### src/rtl/fir_pkg.sv
// -----------------------------------------------------------------------------
// fir_pkg
// Shared definitions for the FIR coefficient path: default tap count and RAM
// geometry (shared with SpSram10x16 and the MAC), plus the state encoding of
// the coefficient RAM controller.
// -----------------------------------------------------------------------------
package fir_pkg;

  localparam int FIR_TAPS = 10;  // filter taps == RAM depth
  localparam int FIR_AW   = 4;   // RAM address width
  localparam int FIR_DW   = 16;  // RAM data / coefficient width

  typedef enum logic [1:0] {
    ST_IDLE  = 2'd0,
    ST_WRITE = 2'd1,
    ST_FETCH = 2'd2,
    ST_DRAIN = 2'd3
  } fir_state_e;

endpackage

### src/rtl/fir_tap_cnt.sv
// -----------------------------------------------------------------------------
// fir_tap_cnt
// Tap address counter. Counts 0..TAPS-1 with a synchronous clear (priority)
// and a count enable; wraps to 0 after the terminal count. Also used by the
// MAC delay-line addressing.
//
// Ports
//   clk_i   in   1   clock, rising edge
//   rst_ni  in   1   asynchronous active-low reset
//   clr_i   in   1   load 0 on the next edge (wins over en_i)
//   en_i    in   1   advance by one on the next edge
//   cnt_o   out  AW  current count
//   tc_o    out  1   count equals TAPS-1
// -----------------------------------------------------------------------------
module fir_tap_cnt
  import fir_pkg::*;
#(
  parameter int TAPS = FIR_TAPS,
  parameter int AW   = FIR_AW
) (
  input  logic          clk_i,
  input  logic          rst_ni,
  input  logic          clr_i,
  input  logic          en_i,
  output logic [AW-1:0] cnt_o,
  output logic          tc_o
);

  localparam logic [AW-1:0] LAST = AW'(TAPS - 1);

  logic [AW-1:0] cnt_q;
  logic [AW-1:0] cnt_d;

  always_comb begin
    cnt_d = cnt_q;
    if (clr_i) begin
      cnt_d = '0;
    end else if (en_i) begin
      cnt_d = (cnt_q == LAST) ? '0 : cnt_q + AW'(1);
    end
  end

  always_ff @(posedge clk_i or negedge rst_ni) begin
    if (!rst_ni) begin
      cnt_q <= '0;
    end else begin
      cnt_q <= cnt_d;
    end
  end

  assign cnt_o = cnt_q;
  assign tc_o  = (cnt_q == LAST);

endmodule

### src/rtl/fir_coeff_ram_ctrl.sv
// -----------------------------------------------------------------------------
// fir_coeff_ram_ctrl
// Sequences and arbitrates the single-port coefficient SRAM of the FIR filter.
// Per-sample tap fetches (reads, TAPS back-to-back cycles) have priority over
// host coefficient updates (single write cycles). All RAM-side and status
// outputs are registered; oCoeff is the RAM read data passed straight through.
//
// Optional feature, macro FIR_UPD_ADDR_CHECK_EN:
//   defined   - an update to an address >= TAPS is rejected without a RAM
//               cycle; oUpdErr and oUpdAck pulse together.
//   undefined - every update is written as given; oUpdErr is tied 0.
//
// Ports
//   iClk12M    in   1   12 MHz clock, rising edge
//   iRsn       in   1   asynchronous active-low reset
//   iEnSample  in   1   pulse: new sample, start a tap fetch
//   iUpdReq    in   1   host write request, held until oUpdAck
//   iUpdAddr   in   AW  host write address
//   iUpdData   in   DW  host write data
//   oUpdAck    out  1   pulse: host write issued to the RAM this cycle
//   oUpdErr    out  1   pulse: host write rejected (address check build only)
//   oCsnRam    out  1   RAM chip select, active-low
//   oWrnRam    out  1   RAM write enable, active-low
//   oAddrRam   out  AW  RAM address
//   oWtDtRam   out  DW  RAM write data
//   iRdDtRam   in   DW  RAM read data, one cycle after the read edge
//   oCoeff     out  DW  coefficient to the MAC (= iRdDtRam)
//   oCoeffVld  out  1   oCoeff valid
//   oCoeffIdx  out  AW  tap index of oCoeff
//   oLastTap   out  1   oCoeffVld for tap TAPS-1
//   oBusy      out  1   controller not idle
//   oOverrun   out  1   pulse: iEnSample dropped because the RAM was busy
// -----------------------------------------------------------------------------
module fir_coeff_ram_ctrl
  import fir_pkg::*;
#(
  parameter int TAPS = FIR_TAPS,
  parameter int AW   = FIR_AW,
  parameter int DW   = FIR_DW
) (
  input  logic          iClk12M,
  input  logic          iRsn,
  input  logic          iEnSample,
  input  logic          iUpdReq,
  input  logic [AW-1:0] iUpdAddr,
  input  logic [DW-1:0] iUpdData,
  output logic          oUpdAck,
  output logic          oUpdErr,
  output logic          oCsnRam,
  output logic          oWrnRam,
  output logic [AW-1:0] oAddrRam,
  output logic [DW-1:0] oWtDtRam,
  input  logic [DW-1:0] iRdDtRam,
  output logic [DW-1:0] oCoeff,
  output logic          oCoeffVld,
  output logic [AW-1:0] oCoeffIdx,
  output logic          oLastTap,
  output logic          oBusy,
  output logic          oOverrun
);

  localparam logic [AW-1:0] LAST_TAP = AW'(TAPS - 1);

  fir_state_e    state_q;
  logic          csn_q;
  logic          wrn_q;
  logic [AW-1:0] addr_q;
  logic [DW-1:0] wdat_q;
  logic          ack_q;
  logic          vld_q;
  logic [AW-1:0] idx_q;
  logic          last_q;
  logic          busy_q;
  logic          ovr_q;

  logic [AW-1:0] cnt;
  logic          cnt_tc;
  logic          fetch_start;
  logic          rd_issued;
  logic          upd_take;
  logic          upd_bad;

  fir_tap_cnt #(
    .TAPS (TAPS),
    .AW   (AW)
  ) u_tap_cnt (
    .clk_i  (iClk12M),
    .rst_ni (iRsn),
    .clr_i  (fetch_start),
    .en_i   (state_q == ST_FETCH && !cnt_tc),
    .cnt_o  (cnt),
    .tc_o   (cnt_tc)
  );

  assign fetch_start = (state_q == ST_IDLE) && iEnSample;
  // A read is in flight whenever the RAM is selected without write enable;
  // its data (and so the coefficient) appears on the following cycle.
  assign rd_issued   = !csn_q && wrn_q;
  // While oUpdAck is showing the host has not yet had a chance to drop its
  // request, so the still-high level is not taken as a second request.
  assign upd_take    = (state_q == ST_IDLE) && !iEnSample && iUpdReq && !ack_q;

`ifdef FIR_UPD_ADDR_CHECK_EN
  localparam logic [AW:0] TAPS_X = (AW+1)'(TAPS);
  assign upd_bad = ({1'b0, iUpdAddr} >= TAPS_X);
`else
  assign upd_bad = 1'b0;
`endif

  always_ff @(posedge iClk12M or negedge iRsn) begin
    if (!iRsn) begin
      state_q <= ST_IDLE;
      csn_q   <= 1'b1;
      wrn_q   <= 1'b1;
      addr_q  <= '0;
      wdat_q  <= '0;
      ack_q   <= 1'b0;
      vld_q   <= 1'b0;
      idx_q   <= '0;
      last_q  <= 1'b0;
      busy_q  <= 1'b0;
      ovr_q   <= 1'b0;
    end else begin
      ack_q  <= 1'b0;
      vld_q  <= rd_issued;
      last_q <= rd_issued && (addr_q == LAST_TAP);
      if (rd_issued) begin
        idx_q <= addr_q;
      end
      // A strobe is only accepted in IDLE; anywhere else it is lost.
      ovr_q <= iEnSample && (state_q != ST_IDLE);

      case (state_q)
        ST_IDLE: begin
          if (fetch_start) begin
            state_q <= ST_FETCH;
            busy_q  <= 1'b1;
            csn_q   <= 1'b0;
            wrn_q   <= 1'b1;
            addr_q  <= '0;
          end else if (upd_take) begin
            ack_q <= 1'b1;
            if (!upd_bad) begin
              state_q <= ST_WRITE;
              busy_q  <= 1'b1;
              csn_q   <= 1'b0;
              wrn_q   <= 1'b0;
              addr_q  <= iUpdAddr;
              wdat_q  <= iUpdData;
            end
          end
        end
        ST_WRITE: begin
          state_q <= ST_IDLE;
          busy_q  <= 1'b0;
          csn_q   <= 1'b1;
          wrn_q   <= 1'b1;
        end
        ST_FETCH: begin
          if (cnt_tc) begin
            state_q <= ST_DRAIN;
            csn_q   <= 1'b1;
          end else begin
            addr_q <= cnt + AW'(1);
          end
        end
        ST_DRAIN: begin
          // Last read data is on the bus this cycle; nothing new is issued.
          state_q <= ST_IDLE;
          busy_q  <= 1'b0;
        end
        default: begin
          state_q <= ST_IDLE;
          busy_q  <= 1'b0;
          csn_q   <= 1'b1;
          wrn_q   <= 1'b1;
        end
      endcase
    end
  end

`ifdef FIR_UPD_ADDR_CHECK_EN
  logic err_q;

  always_ff @(posedge iClk12M or negedge iRsn) begin
    if (!iRsn) begin
      err_q <= 1'b0;
    end else begin
      err_q <= upd_take && upd_bad;
    end
  end

  assign oUpdErr = err_q;
`else
  assign oUpdErr = 1'b0;
`endif

  assign oUpdAck   = ack_q;
  assign oCsnRam   = csn_q;
  assign oWrnRam   = wrn_q;
  assign oAddrRam  = addr_q;
  assign oWtDtRam  = wdat_q;
  assign oCoeff    = iRdDtRam;
  assign oCoeffVld = vld_q;
  assign oCoeffIdx = idx_q;
  assign oLastTap  = last_q;
  assign oBusy     = busy_q;
  assign oOverrun  = ovr_q;

endmodule

### config.mk
export PLATFORM = sky130hd
export DESIGN_NAME = fir_coeff_ram_ctrl
export DESIGN_NICKNAME = d
export VERILOG_FILES = /design/src/rtl/fir_pkg.sv /design/src/rtl/fir_tap_cnt.sv /design/src/rtl/fir_coeff_ram_ctrl.sv
export SDC_FILE = /design/constraint.sdc
export NUM_CORES = 1
export LEC_CHECK = 0
export ABC_AREA = 1
export CORE_MARGIN = 1
export CORE_UTILIZATION = 40
export CTS_CLUSTER_DIAMETER = 200
export DETAILED_ROUTE_END_ITERATION = 6
export PLACE_DENSITY = 0.8
export REMOVE_ABC_BUFFERS = 1
export SYNTH_ARGS = -nofsm -noshare
export SYNTH_HDL_FRONTEND = slang
export SYNTH_SLANG_ARGS = --single-unit
export TNS_END_PERCENT = 30
### constraint.sdc
create_clock -name iClk12M -period 1.8 [get_ports iClk12M]
set_input_delay 0.54 -clock iClk12M [delete_from_list [all_inputs] [get_ports iClk12M]]
set_output_delay 0.54 -clock iClk12M [all_outputs]
set_load 0.05 [all_outputs]
Word level (Yosys, flattened, before mapping)
Index checks and enable logic that the tools add are counted.
{"block": "word_totals", "regBits": 37, "elab_cells": 71}
{"block": "op_classes", "add_sub_neg": 1, "eq_ne": 8, "mux": 23, "bitwise": 1, "reduce_logical": 26}
{"cell": "$mux W4", "n": 6}
{"cell": "$reduce_bool A2 Y1", "n": 5}
{"cell": "$mux W1", "n": 9}
{"cell": "$reduce_and A3 Y1", "n": 3}
{"cell": "$eq A4 B4 Y1 const B", "n": 2}
{"cell": "$logic_and A1 B1 Y1", "n": 8}
{"cell": "$pmux W4 S2", "n": 1}
{"cell": "$mux W2", "n": 3}
{"cell": "$pmux W2 S3", "n": 1}
{"cell": "$reduce_and A2 Y1", "n": 3}
{"cell": "$add A4 B1 Y4 const B", "n": 1}
{"cell": "$eq A2 B2 Y1 const B", "n": 2}
{"cell": "$logic_not A1 Y1", "n": 4}
{"cell": "$ne A2 B2 Y1 const B", "n": 2}
{"cell": "$pmux W1 S2", "n": 2}
{"cell": "$ne A3 B3 Y1 const B", "n": 1}
{"cell": "$pmux W1 S3", "n": 1}
{"cell": "$reduce_bool A3 Y1", "n": 1}
{"cell": "$eq A2 B1 Y1 const B", "n": 1}
{"cell": "$logic_not A2 Y1", "n": 1}
{"cell": "$reduce_or A2 Y1", "n": 1}
{"cell": "$not A1 Y1", "n": 1}

Longest topological paths before layout
{"block": "depth", "ltp_word": 7, "depth_mapped": 9, "depth_no_buf": 9}

Cells and area by module
Synthesis repeated with hierarchy kept, for this count alone.
{"block": "hier_totals", "hier_cells": 236, "area_unflattened_um2": 1895.6}
{"mod": "fir_coeff_ram_ctrl", "instances": 1, "cells_each": 197, "area_per_inst_um2": 1629.1, "seq_area_each_um2": 828.3}
{"mod": "fir_tap_cnt", "instances": 1, "cells_each": 39, "area_per_inst_um2": 266.5, "seq_area_each_um2": 100.1}

Worst setup path before layout
OpenSTA, ideal clock, no wires.
{"block": "synth_timing", "path_type": "reg2reg", "start": "reg state_q[0]", "end": "reg wdat_q[10], in the netlist oWtDtRam[10]", "setup_time_ns": 0.118, "arrival_time_ns": 1.229, "path_slack_ns": 0.453, "stages_incl_launch_ff": 9, "path_buffers": 1, "period_less_slack_ns": 1.347, "cell_sequence": "dfrtp_1 > inv_1 > ha_1 > nand2_2 > inv_2 > nand2_4 > buf_2 > nand2_1 > nand2_1"}
{"block": "synth_between", "elab_chain_len": 5}
{"element": "start, declared", "line": "fir_coeff_ram_ctrl.sv:64", "text": "fir_state_e state_q;"}
{"element": "start signal, assigned", "line": "fir_coeff_ram_ctrl.sv:112", "text": "state_q <= ST_IDLE;"}
{"element": "start signal, assigned", "line": "fir_coeff_ram_ctrl.sv:136", "text": "state_q <= ST_FETCH;"}
{"element": "start signal, assigned", "line": "fir_coeff_ram_ctrl.sv:144", "text": "state_q <= ST_WRITE;"}
{"element": "$logic_not A2 Y1 (*)", "line": "fir_coeff_ram_ctrl.sv:95, fir_coeff_ram_ctrl.sv:101, fir_coeff_ram_ctrl.sv:133"}
{"element": "$logic_and A1 B1 Y1 (3 in a row)", "line": "fir_coeff_ram_ctrl.sv:101", "text": "assign upd_take = (state_q == ST_IDLE) && !iEnSample && iUpdReq && !ack_q;"}
{"element": "$reduce_and A3 Y1 (no source line) (*)"}
{"element": "end signal, assigned", "line": "fir_coeff_ram_ctrl.sv:149", "text": "wdat_q <= iUpdData;"}
{"element": "end, declared", "line": "fir_coeff_ram_ctrl.sv:68", "text": "logic [DW-1:0] wdat_q;"}
Mark *: on every way between the ends. The rest lies on a longest branch, timed or not.
A chain may end at the register's enable or synchronous reset.

Worst setup path after layout
{"block": "layout_timing", "start": "reg csn_q, in the netlist oCsnRam", "end": "out oCsnRam"}
{"element": "start, declared", "line": "fir_coeff_ram_ctrl.sv:65", "text": "logic csn_q;"}
{"element": "start signal, assigned", "line": "fir_coeff_ram_ctrl.sv:113", "text": "csn_q <= 1'b1;"}
{"element": "start signal, assigned", "line": "fir_coeff_ram_ctrl.sv:138", "text": "csn_q <= 1'b0;"}
{"element": "start signal, assigned", "line": "fir_coeff_ram_ctrl.sv:146", "text": "csn_q <= 1'b0;"}
{"element": "end, declared", "line": "fir_coeff_ram_ctrl.sv:49", "text": "output logic oCsnRam,"}
No word-level cell between the ends.

==> results <==
==> registers in the layout (all words and copies together), names as in the netlist <==
signal and count:
oCoeffIdx 4, state_q 2, oAddrRam 4, oWrnRam 1, oLastTap 1, oOverrun 1, oCoeffVld 1, u_tap_cnt.cnt_o 4
oCsnRam 1, oWtDtRam 16, oUpdAck 1, oBusy 1
==> area by class of cell <==
type / instances / share of cell area (%)
Clock buffer: 5 / 2.84
Sequential cell: 37 / 38.3
Timing Repair Buffer: 56 / 24.4
Inverter: 19 / 3.15
Multi-Input combinational cell: 135 / 26.0
Clock inverter: 3 / 2.84
Tap cell: 50 / 2.58
==> placed cells by master (no fill, tap or decap), drive strengths merged <==
cell type       n
bufinv          2
nor2            4
clkbuf          5
nand3           4
nand3b          1
or2             2
o22ai           2
nand4           1
nor4            1
nand2          99
dfstp           2
clkdlybuf4s50  23
clkinv          1
dfrtp          35
buf            33
a21oi           2
inv            19
o21ai          11
conb            1
ha              7
==> final timing paths <==
path                               from      endpoint  slack (ns)  cells after the start
max                             oCsnRam       oCsnRam        0.25                      1
max reg2reg                  state_q[0]   oWtDtRam[1]        0.30                      8
min in group asynchronous          iRsn  oWtDtRam[15]        0.62                      2
min reg2reg                oCoeffIdx[0]  oCoeffIdx[0]        0.47                      2
max in group asynchronous          iRsn       oWrnRam        0.94                      2
min                        oCoeffIdx[0]  oCoeffIdx[0]        0.47                      2
==> cells by family after synthesis <==
logic type	Yosys count
simple gates	112
flops	37
fa+ha+maj	7
buf+inv	38
compound gates	15
other cells	1
==> per-layer routing <==
metal | up-vias | wire [µm] | track usage [%]
li1 | 712 | - | -
met1 | 657 | 1690 | 20.7
met2 | 62 | 1950 | 27.5
met3 | 9 | 337 | 8.88
met4 | 0 | 89 | 9.90
met5 | - | 0 | 0
==> power breakdown <==
group          leakage, nW  internal [mW]  total [mW]  switching [mW]
Clock               0.0687          0.558       0.875           0.317
Sequential           0.466           1.20        1.46           0.267
Combinational        0.765          0.948        2.79            1.85
==> worst min-delay path, stage by stage, from the launching register on <==
cell and delay, ns:
dfrtp_1 0.35, nand2_1 0.05, nand2_1 0.04
==> per-stage QoR <==
step / cell area (µm²) / hold WS (ns)
finish: 2420 / 0.473
global route: 2420 / 0.509
global placement: 2290 / 0.460
CTS: 2420 / 0.480
detailed placement: 2290 / 0.461
floorplan: 1630 / 0.244
==> impl_metrics.env <==
export IMPL_ys_warn_count=0
export IMPL_cts_tree="yes"
export IMPL_regArea_um2=928
export IMPL_fmax_mhz=647
export IMPL_setup_viol=0
export IMPL_fin_util_pct=58.5
export IMPL_cts_buffers=5
export IMPL_outcome="complete, no violations"
export IMPL_synth_fa_ha_area_share_pct=4.93
export IMPL_yosysUniqueCellTypes=26
export IMPL_yosys_area_share_simple_pct=25.7
export IMPL_initial_core_util_pct=42.9
export IMPL_netlist_instances=210
export IMPL_diodes=0
export IMPL_cp_slowest_cell="dfstp_2"
export IMPL_grt_pass1_wl_mm=6.03
export IMPL_fin_crit_sh_pct=85.9
export IMPL_antenna_found_initial=0
export IMPL_first_pass_iters=4
export IMPL_totalWireLength_mm=4.07
export IMPL_rows=23
export IMPL_start_kind="flip-flop"
export IMPL_synthArstFlopShare_pct=100
export IMPL_num_nets_final=301
export IMPL_min_period_ns=1.55
export IMPL_core_um2=4140
export IMPL_post_dp_hpwl_mm=2.96
export IMPL_hold_violations=0
export IMPL_multi_input_area_um2=629
export IMPL_synth_most_common_cell="nand2_1"
export IMPL_hp_class="reg -> reg"
export IMPL_place_congestion=0.810
export IMPL_critPathArrivalTime_ns=1.01
export IMPL_cts_root_buf="clkbuf_8"
export IMPL_worstPathRequired_ns=1.26
export IMPL_clk_latency_ns=0.29
export IMPL_maxCapViolations=0
export IMPL_crit_fanout=3
export IMPL_rsz0062_at_grt="false"
export IMPL_synth_seq_cells=37
export IMPL_drtAntennaViolNets=0
export IMPL_crit_path_max_incr_delay_ns=0.57
export IMPL_drive_gt1_share_pct=22.0
export IMPL_clk_pin_slew_ns=0.08
export IMPL_drc=0
export IMPL_fin_setup_tns_ns=0
export IMPL_synth_top_cell_area_share_pct=49.3
export IMPL_die_h_um=68.7
export IMPL_fillers=353
export IMPL_synthMuxAreaShare_pct=0
export IMPL_p_per_area_nw_per_um2=2120
export IMPL_synth_top_family_by_area="simple AND/OR/NAND/NOR gates"
export IMPL_fin_worst_skew_ns=0.00571
export IMPL_cts_resized=0
export IMPL_grt_pass1_vias=1293
export IMPL_synth_compound_area_share_pct=4.57
export IMPL_postCtsHoldBufs=0
export IMPL_io_pins=88
export IMPL_setup_ws_ns=0.254
export IMPL_path_class="reg -> out"
export IMPL_ys_top_cells_by_count="nand2_1, dfrtp_1, buf_4, inv_1"
export IMPL_ir_drop_mv=0.811
export IMPL_finalPower_mw=5.13
export IMPL_grt_max_degree=38
export IMPL_synth_area_leader_cell="dfrtp_1"
export IMPL_report_final_slew_viol_count=0
export IMPL_instances_no_fill=305
export IMPL_die_area_um2=4720
export IMPL_syn_cell_area_um2=1780
export IMPL_path_cells="buf_12"
export IMPL_post_cts_buffers=0
export IMPL_vias=1440
export IMPL_wire_per_inst_um=13.3
export IMPL_cts_max_path_buffers=2
export IMPL_ys_flop_type="dfrtp_1"
export IMPL_end_kind="output port"
export IMPL_vias_per_cell=4.72
export IMPL_cts_sinks=37
export IMPL_die_width_um=68.7
export IMPL_synth_edf_count=0
export IMPL_leakagePower_nw=1.30
export IMPL_grt_total_usage_pct=18.1
export IMPL_dp_slack_ns=0.0425
export IMPL_synth_xor_area_share_pct=0
export IMPL_h_tree_depth=2
export IMPL_area_growth_pct=36.4
export IMPL_netlist_top_cells_area="dfrtp_1, nand2_1, buf_4"
export IMPL_dp_cells=297
export IMPL_dr_first_iter_drc_count=103
export IMPL_critPathBufInv=1
export IMPL_grt_overflow=0
export IMPL_path_delay_family="flip-flops"
export IMPL_syn_area_per_cell_um2=8.47
export IMPL_io_buffers=54
export IMPL_synth_seq_area_share_pct=52.2
No activity file was read; power rests on OpenSTA's default activity.
